==> src/rtl/pkt_capture.sv <==
// pkt_capture: Avalon-ST packet sink. Admitted packets are streamed into the
// packet FIFO with zero latency and described to a ring-buffer write controller.
// Optional feature: define PKT_CAPTURE_RUNT_PAD_EN to pad runts to 64 bytes.
module pkt_capture #(
    parameter logic [31:0] BUF_BASE      = 32'h0000_0000,
    parameter logic [31:0] BUF_SIZE      = 32'h0010_0000,
    parameter int unsigned MAX_PKT_BYTES = 1518,
    parameter int unsigned FIFO_DEPTH    = 512
) (
    input  logic        clk,
    input  logic        reset,
    input  logic        st_valid,
    output logic        st_ready,
    input  logic [31:0] st_data,
    input  logic        st_sop,
    input  logic        st_eop,
    input  logic [1:0]  st_empty,
    output logic        fifo_wr,
    output logic [31:0] fifo_data,
    input  logic [8:0]  fifo_usedw,
    output logic        wr_ctrl,
    output logic [31:0] control,
    output logic [31:0] pkt_begin,
    output logic [31:0] pkt_end,
    output logic [31:0] write_address,
    input  logic        wr_ctrl_rdy,
    output logic [15:0] drop_count
);
    localparam int unsigned MaxWords   = (MAX_PKT_BYTES + 3) / 4;
    localparam int unsigned AdmitLimit = FIFO_DEPTH - MaxWords;
    localparam logic [16:0] MaxLen     = 17'(MAX_PKT_BYTES);
    localparam logic [32:0] MaxSlot    = 33'((MAX_PKT_BYTES + 16 + 63) / 64 * 64);
    localparam logic [32:0] RingEnd    = {1'b0, BUF_BASE} + {1'b0, BUF_SIZE};

    typedef enum logic [2:0] {
        StIdle, StCapture, StDrop, StLaunch, StWaitDone, StPad
    } state_t;

    state_t      state;
    logic [15:0] len_q, words_q, seq_q;
    logic        trunc_q, frame_q, pad_q, pend_drop_q;
    logic [31:0] byte_cnt_q, begin_q;

    logic [2:0]  beat_bytes;
    logic        in_idle, admit, cap_wr, busy, drop_inc, pend_nxt;
    logic [15:0] cur_len, cur_words, nlen, nwords, fin_len, ld_len;
    logic [16:0] sum;
    logic        over, ntrunc, nframe, fin_pad, need_zero, eop_done, go_pad, go_launch;
    logic        ld_trunc, ld_frame, ld_pad;
    logic [31:0] ld_begin;
    logic [32:0] slot, next_addr;

    // Beat accounting, admission and descriptor next-values
    always_comb begin
        beat_bytes = st_eop ? 3'd4 - {1'b0, st_empty} : 3'd4;
        in_idle    = (state == StIdle);
        busy       = (state == StPad) || (state == StLaunch) || (state == StWaitDone);
        admit      = in_idle && st_valid && st_sop && (32'(fifo_usedw) <= AdmitLimit);
        // A beat is stored only while it still holds bytes below the truncation limit
        cap_wr     = (state == StCapture) && st_valid && ({1'b0, len_q} < MaxLen);
        cur_len    = in_idle ? 16'd0 : len_q;
        cur_words  = in_idle ? 16'd0 : words_q;
        sum        = {1'b0, cur_len} + {14'b0, beat_bytes};
        over       = sum > MaxLen;
        nlen       = over ? MaxLen[15:0] : sum[15:0];
        ntrunc     = (!in_idle && trunc_q) || over;
        nframe     = (!in_idle && frame_q) || ((state == StCapture) && st_sop);
        nwords     = cur_words + {15'b0, admit || cap_wr};
        eop_done   = st_valid && st_eop && (admit || (state == StCapture));
`ifdef PKT_CAPTURE_RUNT_PAD_EN
        fin_pad    = st_eop && (nlen < 16'd64);
        need_zero  = fin_pad && (nwords < 16'd16);
`else
        fin_pad    = 1'b0;
        need_zero  = 1'b0;
`endif
        fin_len    = fin_pad ? 16'd64 : nlen;
        go_pad     = eop_done && need_zero;
        go_launch  = (eop_done && !need_zero) || ((state == StPad) && (words_q == 16'd15));
        // Leaving PAD, the finished packet lives in the registers
        ld_len     = (state == StPad) ? len_q   : fin_len;
        ld_trunc   = (state == StPad) ? trunc_q : ntrunc;
        ld_frame   = (state == StPad) ? frame_q : nframe;
        ld_pad     = (state == StPad) ? pad_q   : fin_pad;
        ld_begin   = in_idle ? byte_cnt_q : begin_q;
        drop_inc   = st_valid && st_sop && ((in_idle && !admit) || busy);
        // A sop seen while busy marks a packet to discard once the controller is done
        pend_nxt   = pend_drop_q;
        if (busy && st_valid && st_sop) begin
            pend_nxt = !st_eop;
        end else if (busy && st_valid && st_eop) begin
            pend_nxt = 1'b0;
        end
        slot       = ({17'b0, len_q} + 33'd79) & ~33'd63;
        next_addr  = {1'b0, write_address} + slot;
    end

    // FIFO write side: admitted beats pass straight through, PAD writes zeros
    always_comb begin
        st_ready  = 1'b1;
        fifo_wr   = !reset && (admit || cap_wr || (state == StPad));
        fifo_data = (state == StPad) ? 32'd0 : st_data;
    end

    // Capture FSM with registered descriptor outputs
    always_ff @(posedge clk) begin
        if (reset) begin
            state         <= StIdle;
            len_q         <= '0;
            words_q       <= '0;
            seq_q         <= '0;
            trunc_q       <= 1'b0;
            frame_q       <= 1'b0;
            pad_q         <= 1'b0;
            pend_drop_q   <= 1'b0;
            byte_cnt_q    <= '0;
            begin_q       <= '0;
            wr_ctrl       <= 1'b0;
            control       <= '0;
            pkt_begin     <= '0;
            pkt_end       <= '0;
            write_address <= BUF_BASE;
            drop_count    <= '0;
        end else begin
            wr_ctrl <= go_launch;
            if (st_valid) begin
                byte_cnt_q <= byte_cnt_q + 32'(beat_bytes);
            end
            if (drop_inc && (drop_count != 16'hFFFF)) begin
                drop_count <= drop_count + 16'd1;
            end
            if (busy) begin
                pend_drop_q <= pend_nxt;
            end
            if (admit || ((state == StCapture) && st_valid)) begin
                len_q   <= fin_len;
                words_q <= nwords;
                trunc_q <= ntrunc;
                frame_q <= nframe;
                pad_q   <= fin_pad;
            end
            if (admit) begin
                begin_q <= byte_cnt_q;
            end
            if (state == StPad) begin
                words_q <= words_q + 16'd1;
            end
            if (go_launch) begin
                control   <= {seq_q, 12'b0, ld_frame, ld_pad, ld_trunc, 1'b1};
                pkt_begin <= ld_begin;
                pkt_end   <= ld_begin + 32'(ld_len);
                seq_q     <= seq_q + 16'd1;
            end
            if (go_launch) begin
                state <= StLaunch;
            end else if (go_pad) begin
                state <= StPad;
            end else begin
                case (state)
                    StIdle: begin
                        if (admit) begin
                            state <= StCapture;
                        end else if (st_valid && st_sop && !st_eop) begin
                            state <= StDrop;
                        end
                    end
                    StCapture: ;
                    StDrop: begin
                        if (st_valid && st_eop) begin
                            state <= StIdle;
                        end
                    end
                    StLaunch: state <= StWaitDone;
                    StWaitDone: begin
                        if (wr_ctrl_rdy) begin
                            state       <= pend_nxt ? StDrop : StIdle;
                            pend_drop_q <= 1'b0;
                            write_address <= (next_addr + MaxSlot > RingEnd) ? BUF_BASE
                                                                              : next_addr[31:0];
                        end
                    end
                    StPad: ;
                    default: state <= StIdle;
                endcase
            end
        end
    end

endmodule

==> config.mk <==
export PLATFORM = sky130hd
export DESIGN_NAME = pkt_capture
export DESIGN_NICKNAME = d
export VERILOG_FILES = /design/src/rtl/pkt_capture.sv
export SDC_FILE = /design/constraint.sdc
export NUM_CORES = 1
export LEC_CHECK = 0
export ABC_AREA = 0
export CAP_MARGIN = 10
export CORE_ASPECT_RATIO = 0.8
export CORE_MARGIN = 3
export CORE_UTILIZATION = 30
export CTS_CLUSTER_SIZE = 28
export DETAILED_ROUTE_END_ITERATION = 8
export HOLD_SLACK_MARGIN = 0.06
export PLACE_DENSITY_LB_ADDON = 0.15
export SYNTH_ARGS = -nofsm -noshare
export SYNTH_HDL_FRONTEND = slang
export SYNTH_SLANG_ARGS = --single-unit
==> constraint.sdc <==
create_clock -name clk -period 9.03 [get_ports clk]
set_clock_uncertainty 0.2 [all_clocks]
set_input_delay 2.2575 -clock clk [delete_from_list [all_inputs] [get_ports clk]]
set_output_delay 2.2575 -clock clk [all_outputs]
set_load 0.05 [all_outputs]
* After elaboration in Yosys (flattened, before gate mapping)
Index checks and enable logic that the tools add are counted.
Word-level totals: register bits after elaboration 251, bits in latches 0, bits in writable memories 0, memory bits (read-only) 0, bits of input ports 49, output and inout port bits 179, word-level logic and storage cells 113, memories 0
Operators by class: add/subtract/negate cells 11, multipliers 0, divide/modulo/power cells 0, $lt $le $gt $ge 4, eq/ne operators 14, shift-type cells 0, multiplexer cells 25, bitwise operators 2, reductions and logical operators 41
Operators by type and width (count):
- two-way mux 16 bit | 6
- two-way mux 32 bit | 3
- adder 16 x 1 -> 16 bit, second input constant | 3
- adder 32 x 17 -> 33 bit | 1
- adder 33 x 11 -> 33 bit, second input constant | 1
- greater-than comparator 33 x 21 -> 1 bit, second input constant | 1
- adder 32 x 16 -> 32 bit | 1
- adder 32 x 3 -> 32 bit | 1
- logical AND 1 bit | 20
- adder 16 x 3 -> 17 bit | 1
- adder 16 x 7 -> 17 bit, second input constant | 1
- greater-than comparator 17 x 11 -> 1 bit, second input constant | 1
- adder 16 x 1 -> 16 bit | 1
- == test 16 x 4 -> 1 bit, second input constant | 1
- < comparator 16 x 11 -> 1 bit, second input constant | 1
- != test 16 bit, second input constant | 1
- two-way mux 3 bit | 5
- case mux 3 bit (5 select lines) | 1
- logical OR 1 bit | 10
- <= comparator 9 x 8 -> 1 bit, second input constant | 1
- two-way mux 1 bit | 8
- AND reduction 4 bit | 2
- == test 3 x 2 -> 1 bit, second input constant | 2
- == test 3 bit, second input constant | 2
- 14 further kinds | 22

* Longest topological paths before layout
Gate-level depths: netlist (run 1).
depth in word-level cells 11, depth in mapped cells 35, depth with buffers taken out 29

* Worst setup path before layout (run 1)
Ideal clock, no wire load.
path kind input -> register, start point input port st_empty[0], end point register pkt_end[19], setup time 0.120 ns, arrival time 7.637 ns, required time 8.710 ns, slack 1.074 ns, cell stages on the path 27, path buffers 1, cells stage by stage inv_1 > ha_1 > nand2_1 > inv_1 > ha_1 > a21o_1 > a21oi_1 > xnor2_1 > nor4b_1 > or3_1 > a31oi_1 > o31ai_1 > a31oi_1 > clkbuf_1 > and2_1 > a21oi_1 > ha_1 > a21oi_1 > o21ai_0 > a2111oi_0 > o41ai_1 > a41o_1 > a21oi_1 > nor2_1 > nand2_1 > nor4b_1 > a211o_1
On the way: longest elaborated chain between the ends 7
Ends and longest elaborated chain:
- from (decl) | RTL line 17 | input logic [1:0] st_empty,
- subtractor 3 x 2 -> 3 bit (*) | RTL line 55 | beat_bytes = st_eop ? 3'd4 - {1'b0, st_empty} : 3'd4;
- two-way mux 3 bit (*) | RTL line 55
- adder 16 x 3 -> 17 bit (*) | RTL line 63 | sum = {1'b0, cur_len} + {14'b0, beat_bytes};
- greater-than comparator 17 x 11 -> 1 bit | RTL line 64 | over = sum > MaxLen;
- two-way mux 16 bit (*) | RTL line 65 | nlen = over ? MaxLen[15:0] : sum[15:0];
- two-way mux 16 bit (*) | RTL line 81 | ld_len = (state == StPad) ? len_q : fin_len;
- adder 32 x 16 -> 32 bit (*) | RTL line 151 | pkt_end <= ld_begin + 32'(ld_len);
- to (signal assigned) | RTL line 151
- to (decl) | RTL line 24 | output logic [31:0] pkt_end,
Every way passes the cells marked *; elsewhere a longest branch is shown, timed or not. A chain may end at the register's enable or synchronous reset.

* Worst setup path after layout (run 1)
start point input port st_empty[0], end point register pkt_end[20]
The elaborated chain is that of the path after synthesis.

==> reports/qor.txt, run 1 <==
Outcome -> complete, no violations
Most used cell, CP -> o21ai_0
Worst hold path type -> flip-flop to flip-flop
Commonest cells after routing, fill and taps aside -> nand2_1, dfxtp_1, clkdlybuf4s50_1
Post-synth EDFFs -> 0
Inst Count DP -> 2547
Die Wd -> 246 um
CTS tree -> done
Crit end category -> flip-flop
Yosys top cell area share -> 0.353
Die area -> 48700 um^2
RSZ-0062 raised after global routing -> no
Post-synthesis cell area -> 13800 um^2
Yosys reg bits -> 244
DR iter-0 viols -> 1027
Reg clk slew, reported paths -> 0.06 ns
Seq/Total Area, Yosys -> 0.353
# hold bufs at CTS -> 0
Average size of a mapped cell -> 7.59 um^2
# rows -> 69
# port buffers -> 207
CP max-delay cell -> clkdlybuf4s50_1
Min Tclk post-route -> 8.35 ns
Initial Util -> 0.308
FF/Latch Area -> 4880 um^2
GPL Wtd Cong -> 0.887
Lkg Pwr -> 6.23 nW
Num CTS Buffers -> 28
Share of cells above drive strength 1 -> 0.0511
Main synth FF type -> dfxtp_1
Max_cap viols -> 0
First-pass GRT wire length -> 69700 um
Peak fanout along the critical path -> 5
Clock latency on the worst-skew pair -> 0.57 ns
Via count of the first global-routing pass -> 12141
Layout Area Growth over Synthesis -> 25.2%
Synth area leader -> dfxtp_1
Final Max Tran Viols -> 0
TritonRoute pass-1 iters -> 5
Postcts setup bufs -> 0
CP Class -> primary input to flip-flop
Clock sink total -> 244
Yosys cell types -> 88
Worst path max stage delay -> 0.49 ns
Antenna-violating nets left -> 0
GRT Total Usage -> 0.176
Slew @ Worst Pin -> 1.10 ns
Finish-stage setup viols -> 0
I/O pin cnt -> 228
Final routed DRC violation total -> 0
Initial antenna violation count -> 0
Mapped Cells -> 1822
Peak VDD IR -> 0.138 mV
Post-route non-filler standard cell count -> 2599
Post_cts resized -> 0
Routed via count -> 13224
Grt ovf -> 0
CP Launch Type -> primary input
Core Region -> 45000 um^2
CP required -> 9.29 ns
Most common cell after layout, fill and taps aside -> nand2_1
Crit path arrival time -> 8.61 ns
Asr flop ratio synth -> 0
Routed wire length -> 44200 um
Fin nets -> 2067
YS warnings -> 0
CTS max path bufs -> 3
Largest net degree at the start of global routing -> 102
Setup TNS -> 0 ns
Multi-input gate area -> 8320 um^2
Clock Root Buffer -> clkbuf_16
Vias/cell -> 5.09
Crit share post-route -> 0.925
Routed length per instance -> 17.0 um
DIE HEIGHT -> 198 um
Slew HR -> 0.265
FILL cells -> 4635
Final HPWL from detailed placement -> 31800 um
Ant diodes -> 0
H-tree depth -> 1
Power density cells -> 147 nW/um^2
Endpoints failing hold -> 0
Top cells by area, synth -> dfxtp_1, nand2_1, a21oi_1, nor2_1, xnor2_1
Max Freq -> 120 MHz
[layout make-up]
cell class / count / share of cell area
Clock buffer: 42 / 0.0481
Multi-Input combinational cell: 1428 / 0.480
Inverter: 45 / 0.00975
Timing Repair Buffer: 227 / 0.128
Clock inverter: 10 / 0.00816
Sequential cell: 244 / 0.282
Tap cell: 603 / 0.0435
[Yosys cell counts (4+ instances only)]
master    instances
a211o_1           7
a211oi_1         42
a21o_1           19
a21oi_1         155
a31oi_1          15
and2_1           63
and3_1           29
buf_1             7
buf_2             9
buf_4            20
clkbuf_1         84
dfxtp_1         244
fa_1              4
ha_1             40
inv_1            45
mux2i_1          23
nand2_1         321
nand2b_1          9
nand3_1          49
nand3b_1          5
nand4_1          26
nor2_1          172
nor2b_1          13
nor3_1           42
nor4_1           15
nor4b_1           5
o2111a_1          4
o211ai_1          8
o21a_1           11
o21ai_0          89
o21ai_1          11
o221ai_1          4
o31a_1            6
o31ai_1          10
or2_2             6
or3_1            32
or4_1             6
xnor2_1          63
xor2_1           31
[power by group]
group	leakage [nW]	switching (mW)	internal, mW
Sequential	1.97	0.0117	1.09
Clock	0.475	0.489	0.722
Combinational	3.79	0.158	0.0753
[cells by family after synthesis]
group                      Yosys count  share of synthesized area
and+or+nand+nor                    814                      0.277
buffers and inverters              168                     0.0530
adders and majority gates           44                     0.0420
other                                2                   0.000543
muxes                               24                     0.0175
AOI/OAI and AO/OA                  431                      0.196
xor gates and xnor gates            95                     0.0607
DFF                                244                      0.353
[registers in the layout, indices dropped and copies added (netlist names)]
signal and cells:
begin_q 32, len_q 16, byte_cnt_q 32, drop_count 16, write_address 26, words_q 16, frame_q 1, wr_ctrl 1
pend_drop_q 1, pkt_begin 32, trunc_q 1, state 3, pkt_end 32, seq_q 16, control 19
[worst max-delay path: cells and delay by family]
kind | cells | cell delay, ns
and+or+nand+nor | 6 | 0.82
xor gates and xnor gates | 1 | 0.16
buffers and inverters | 4 | 0.68
adders and majority gates | 4 | 1.19
AOI/OAI and AO/OA | 15 | 3.50
[metrics by stage]
stage	utilization	total power, mW	cell area [um^2]	setup slack [ns]	hold slack, ns
6_report	0.385	2.54	17300	0.679	0.251
5_1_grt	0.385	2.64	17300	0.0368	0.274
4_1_cts	0.385	2.59	17300	0.795	0.254
3_5_place_dp	0.364	1.36	16400	0.266	0.246
3_3_place_gp	0.364	1.36	16400	0.309	0.242
2_1_floorplan	-	1.28	13900	1.07	0.236
[worst paths after layout]
path                                               from                  endpoint  slack [ns]  depth (start not counted)
worst max register to register    state[2]$_SDFFE_PP0P_  pkt_end[20]$_SDFFE_PP0P_        1.74                         29
worst min-delay path            pkt_end[3]$_SDFFE_PP0P_   pkt_end[3]$_SDFFE_PP0P_        0.25                          2
worst min register to register  pkt_end[3]$_SDFFE_PP0P_   pkt_end[3]$_SDFFE_PP0P_        0.25                          2
worst max-delay path                        st_empty[0]  pkt_end[20]$_SDFFE_PP0P_        0.68                         30
[routing by layer]
layer | wire [um] | share of wire | vias to the layer above | global-route usage
met3 | 2620 | 0.059 | 50 | 0.0283
met1 | 21800 | 0.49 | 6195 | 0.262
met2 | 19000 | 0.43 | 335 | 0.268
li1 | - | - | 6644 | -
met4 | 847 | 0.019 | 0 | 0.0354
met5 | 0 | 0 | - | 0
(Power assumes the default switching activity.)
==> run 2, diff against run 1 <==
Settings changed: SKIP_LAST_GASP from default to 1, SLEW_MARGIN from default to 30.
==> run 2 against run 1 <==
Net effect: via count is 0.42% higher; flip-flop and latch count stayed put; non-clock buffer count stayed put; total power is 0.51% higher; worst hold slack worse by 0.0013 ns; critical path type unchanged.
==> reports/qor.txt, run 2 (synthesis results as in run 1) <==
Outcome -> complete, no violations
Crit share post-route -> 0.917
Cell Int Power -> 1.90 mW
Post_cts resized -> 0
Worst Path Buf+Inv -> 3
# port buffers -> 207
I/O pin cnt -> 228
Dpl ws -> 0.241 ns
CTS tree -> done
Critical path depth -> 29
RSZ-0062 raised after global routing -> no
Die Wd -> 246 um
Power density cells -> 147 nW/um^2
GRT Total Usage -> 0.175
Worst path max stage delay -> 0.65 ns
Final Max Tran Viols -> 0
Routed via count -> 13279
Vias/cell -> 5.11
First-pass GRT wire length -> 69200 um
Ant diodes -> 0
CTS max path bufs -> 3
Crit end category -> flip-flop
DR iter-0 viols -> 925
Final routed DRC violation total -> 0
GPL Wtd Cong -> 0.887
CP delay by family, top -> compound AO/OA/AOI/OAI gates
CP Launch Type -> primary input
Initial Util -> 0.308
Clock Root Buffer -> clkbuf_16
Share of cells above drive strength 1 -> 0.0506
# hold bufs at CTS -> 0
Postcts setup bufs -> 0
Slew HR -> 0.403
Sw Share -> 0.257
Grt ovf -> 0
Core Region -> 45000 um^2
Final HPWL from detailed placement -> 31800 um
Lkg Pwr -> 6.23 nW
Via count of the first global-routing pass -> 12024
Routed wire length -> 44100 um
Endpoints failing hold -> 0
Max Freq -> 121 MHz
Worst hold path type -> flip-flop to flip-flop
Peak fanout along the critical path -> 5
Fin nets -> 2068
Min setup slack post-route -> 0.751 ns
Setup TNS -> 0 ns
Min Tclk post-route -> 8.28 ns
# rows -> 69
Max_cap viols -> 0
Sw Pwr -> 0.656 mW
Reg clk slew, reported paths -> 0.06 ns
Commonest cells after routing, fill and taps aside -> nand2_1, dfxtp_1, clkdlybuf4s50_1
TritonRoute pass-1 iters -> 5
Inst Count DP -> 2547
CP Class -> primary input to flip-flop
Peak VDD IR -> 0.136 mV
H-tree depth -> 1
FILL cells -> 4625
Num CTS Buffers -> 29
Initial antenna violation count -> 0
Crit path arrival time -> 8.54 ns
Clock sink total -> 244
Sequential share of power -> 0.430
Most common cell after layout, fill and taps aside -> nand2_1
Hold depth -> 2
Largest net degree at the start of global routing -> 102
Antenna-violating nets left -> 0
Post-route non-filler standard cell count -> 2601
Die area -> 48700 um^2
Routed length per instance -> 16.9 um
Slew @ Worst Pin -> 0.896 ns
CP required -> 9.29 ns
DIE HEIGHT -> 198 um
Layout Area Growth over Synthesis -> 25.3%
Comb power frac -> 0.092
CP max-delay cell -> a2111oi_0
Finish-stage setup viols -> 0
Clock group share of total power -> 0.479
Clock latency on the worst-skew pair -> 0.57 ns
R2r worst-path depth -> 28
## run 2: path summary, 6_finish.rpt
kind	startpoint	to	slack [ns]
worst max-delay path	st_empty[0]	pkt_end[19]$_SDFFE_PP0P_	0.75
worst min-delay path	pkt_end[3]$_SDFFE_PP0P_	pkt_end[3]$_SDFFE_PP0P_	0.25
worst max register to register	state[2]$_SDFFE_PP0P_	pkt_end[19]$_SDFFE_PP0P_	1.83
worst min register to register	pkt_end[3]$_SDFFE_PP0P_	pkt_end[3]$_SDFFE_PP0P_	0.25
## run 2: area by class of cell
cell class	instances	area [um^2]	area share
Timing Repair Buffer	227	2230	0.128
Clock inverter	12	166	0.00960
Tap cell	603	754	0.0435
Clock buffer	42	815	0.0470
Inverter	45	169	0.00974
Multi-Input combinational cell	1428	8320	0.480
Sequential cell	244	4880	0.282
## run 2: layer usage
metal	part of all wire	vias up	track usage
met4	0.016	0	0.0315
met5	0	-	0
li1	-	6653	-
met3	0.059	45	0.0273
met1	0.49	6217	0.263
met2	0.43	364	0.267
## run 2: power by group through the flow
stage                     Sequential (mW)  Combinational, mW  Clock (mW)
after floorplan                      1.13              0.147           0
after global placement               1.12              0.235           0
after detailed placement             1.12              0.235           0
after CTS                            1.10              0.236        1.26
after global routing                 1.10              0.251        1.30
final                                1.10              0.234        1.22
## run 2: worst min-delay path: stages, from the launching register on
cell and delay [ns]:
dfxtp_1 0.30, nand2_1 0.05, a21oi_1 0.05
## run 2: through the flow
stage | power [mW] | area [um^2] | hold slack, ns | utilization
2_1_floorplan | 1.28 | 13900 | 0.236 | -
3_3_place_gp | 1.36 | 16400 | 0.242 | 0.364
6_report | 2.55 | 17300 | 0.249 | 0.385
3_5_place_dp | 1.36 | 16400 | 0.246 | 0.364
5_1_grt | 2.65 | 17300 | 0.270 | 0.385
4_1_cts | 2.60 | 17300 | 0.254 | 0.385
==> run 3, diff against run 2 <==
Settings changed: CAP_MARGIN 10 to default, CORE_UTILIZATION 30 to 35.
==> run 3 against run 2 <==
Net effect: worst hold slack better by 0.0019 ns; setup slack got worse by 0.058 ns; highest routed layer unchanged; critical path type unchanged; cell area fell by 1.4%; utilization grew 5.8 points; largest power group is now registers.
==> reports/qor.txt, run 3 (synthesis results as in run 1) <==
Outcome -> complete, no violations
Peak fanout along the critical path -> 16
Max Freq -> 120 MHz
Via count of the first global-routing pass -> 12058
CTS max path bufs -> 3
Final HPWL from detailed placement -> 31200 um
CTS tree -> done
# port buffers -> 207
Routed wire length -> 42700 um
Slew @ Worst Pin -> 0.914 ns
Die area -> 42000 um^2
Peak VDD IR -> 0.127 mV
CP max-delay cell -> a2111oi_0
Commonest cells after routing, fill and taps aside -> nand2_1, dfxtp_1, clkdlybuf4s50_1
Multi-input gate area -> 8320 um^2
Lkg Pwr -> 6.16 nW
Most common cell after layout, fill and taps aside -> nand2_1
Clock Root Buffer -> clkbuf_16
Num CTS Buffers -> 27
Postcts setup bufs -> 0
Inst Count DP -> 2470
Slew HR -> 0.387
Reg clk slew, reported paths -> 0.06 ns
Crit share post-route -> 0.923
DR iter-0 viols -> 793
Vias/cell -> 5.24
Clock sink total -> 244
Antenna-violating nets left -> 0
Clock latency on the worst-skew pair -> 0.56 ns
Initial Util -> 0.358
TritonRoute pass-1 iters -> 5
# rows -> 64
Worst hold path type -> flip-flop to flip-flop
Power density cells -> 141 nW/um^2
Finish-stage setup viols -> 0
# hold bufs at CTS -> 0
Fin util -> 0.443
Setup TNS -> 0 ns
Ant diodes -> 0
Max_cap viols -> 0
Endpoints failing hold -> 0
Initial antenna violation count -> 0
Layout Area Growth over Synthesis -> 23.6%
H-tree depth -> 1
Final Max Tran Viols -> 0
Largest net degree at the start of global routing -> 72
CP Launch Type -> primary input
Grt ovf -> 0
GRT Total Usage -> 0.196
CP Class -> primary input to flip-flop
Worst path max stage delay -> 0.64 ns
Routed via count -> 13200
Flop-to-flop setup slack -> 1.96 ns
FILL cells -> 3923
Final routed DRC violation total -> 0
GPL Wtd Cong -> 0.887
Share of cells above drive strength 1 -> 0.0463
Die Wd -> 228 um
Fin nets -> 2064
FF/Latch Area -> 4880 um^2
First-pass GRT wire length -> 67900 um
Post-route non-filler standard cell count -> 2517
Crit end category -> flip-flop
Crit path arrival time -> 8.58 ns
Worst hold slack -> 0.251 ns
I/O pin cnt -> 228
Routed length per instance -> 16.9 um
CP required -> 9.28 ns
RSZ-0062 raised after global routing -> no
Min Tclk post-route -> 8.34 ns
Core Region -> 38600 um^2
DIE HEIGHT -> 184 um
## run 3: layout make-up
type                       count  share of cell area
multi-input combinational   1428               0.487
timing repair buffer         225               0.129
sequential                   244               0.286
clock buffer                  42              0.0463
inverter                      45             0.00988
clock inverter                 5             0.00380
tap                          528              0.0386
## run 3: power by group
part / switching [mW] / total, mW / internal, mW
registers: 0.0109 / 1.10 / 1.09
clock network: 0.450 / 1.08 / 0.629
logic: 0.157 / 0.232 / 0.0749
## run 3: final timing paths
path / from / endpoint / depth (start not counted)
min: pkt_begin[3]$_SDFFE_PP0P_ / pkt_begin[3]$_SDFFE_PP0P_ / 2
min reg2reg: pkt_begin[3]$_SDFFE_PP0P_ / pkt_begin[3]$_SDFFE_PP0P_ / 2
max reg2reg: state[2]$_SDFFE_PP0P_ / pkt_end[19]$_SDFFE_PP0P_ / 27
max: st_empty[0] / pkt_end[19]$_SDFFE_PP0P_ / 28
## run 3: worst max-delay path: cells and delay by family
family,cells,cell delay [ns]
buf+inv,4,0.87
fa+ha+maj,3,0.90
simple gates,8,1.15
compound gates,13,3.40
## run 3: layer usage
metal | track usage | up-vias | share of wire
met5 | 0 | - | 0
met4 | 0.0459 | 0 | 0.021
met3 | 0.0383 | 52 | 0.059
met2 | 0.296 | 353 | 0.42
met1 | 0.289 | 6164 | 0.50
li1 | - | 6631 | -
## run 3: timing repair
| item | CTS | global route |
|---|---|---|
| endpoints found under the setup margin | 0 | 1 |
| gates resized for setup | 0 | 1 |
| endpoints found under the hold margin | 0 | 0 |
## run 3: through the flow
step | setup slack, ns | instance area [um^2] | power, mW
floorplan | 1.07 | 13900 | 1.28
global placement | 0.113 | 16200 | 1.35
detailed placement | -0.00646 | 16200 | 1.35
CTS | 0.580 | 17100 | 2.45
global route | 0.108 | 17100 | 2.51
finish | 0.693 | 17100 | 2.41
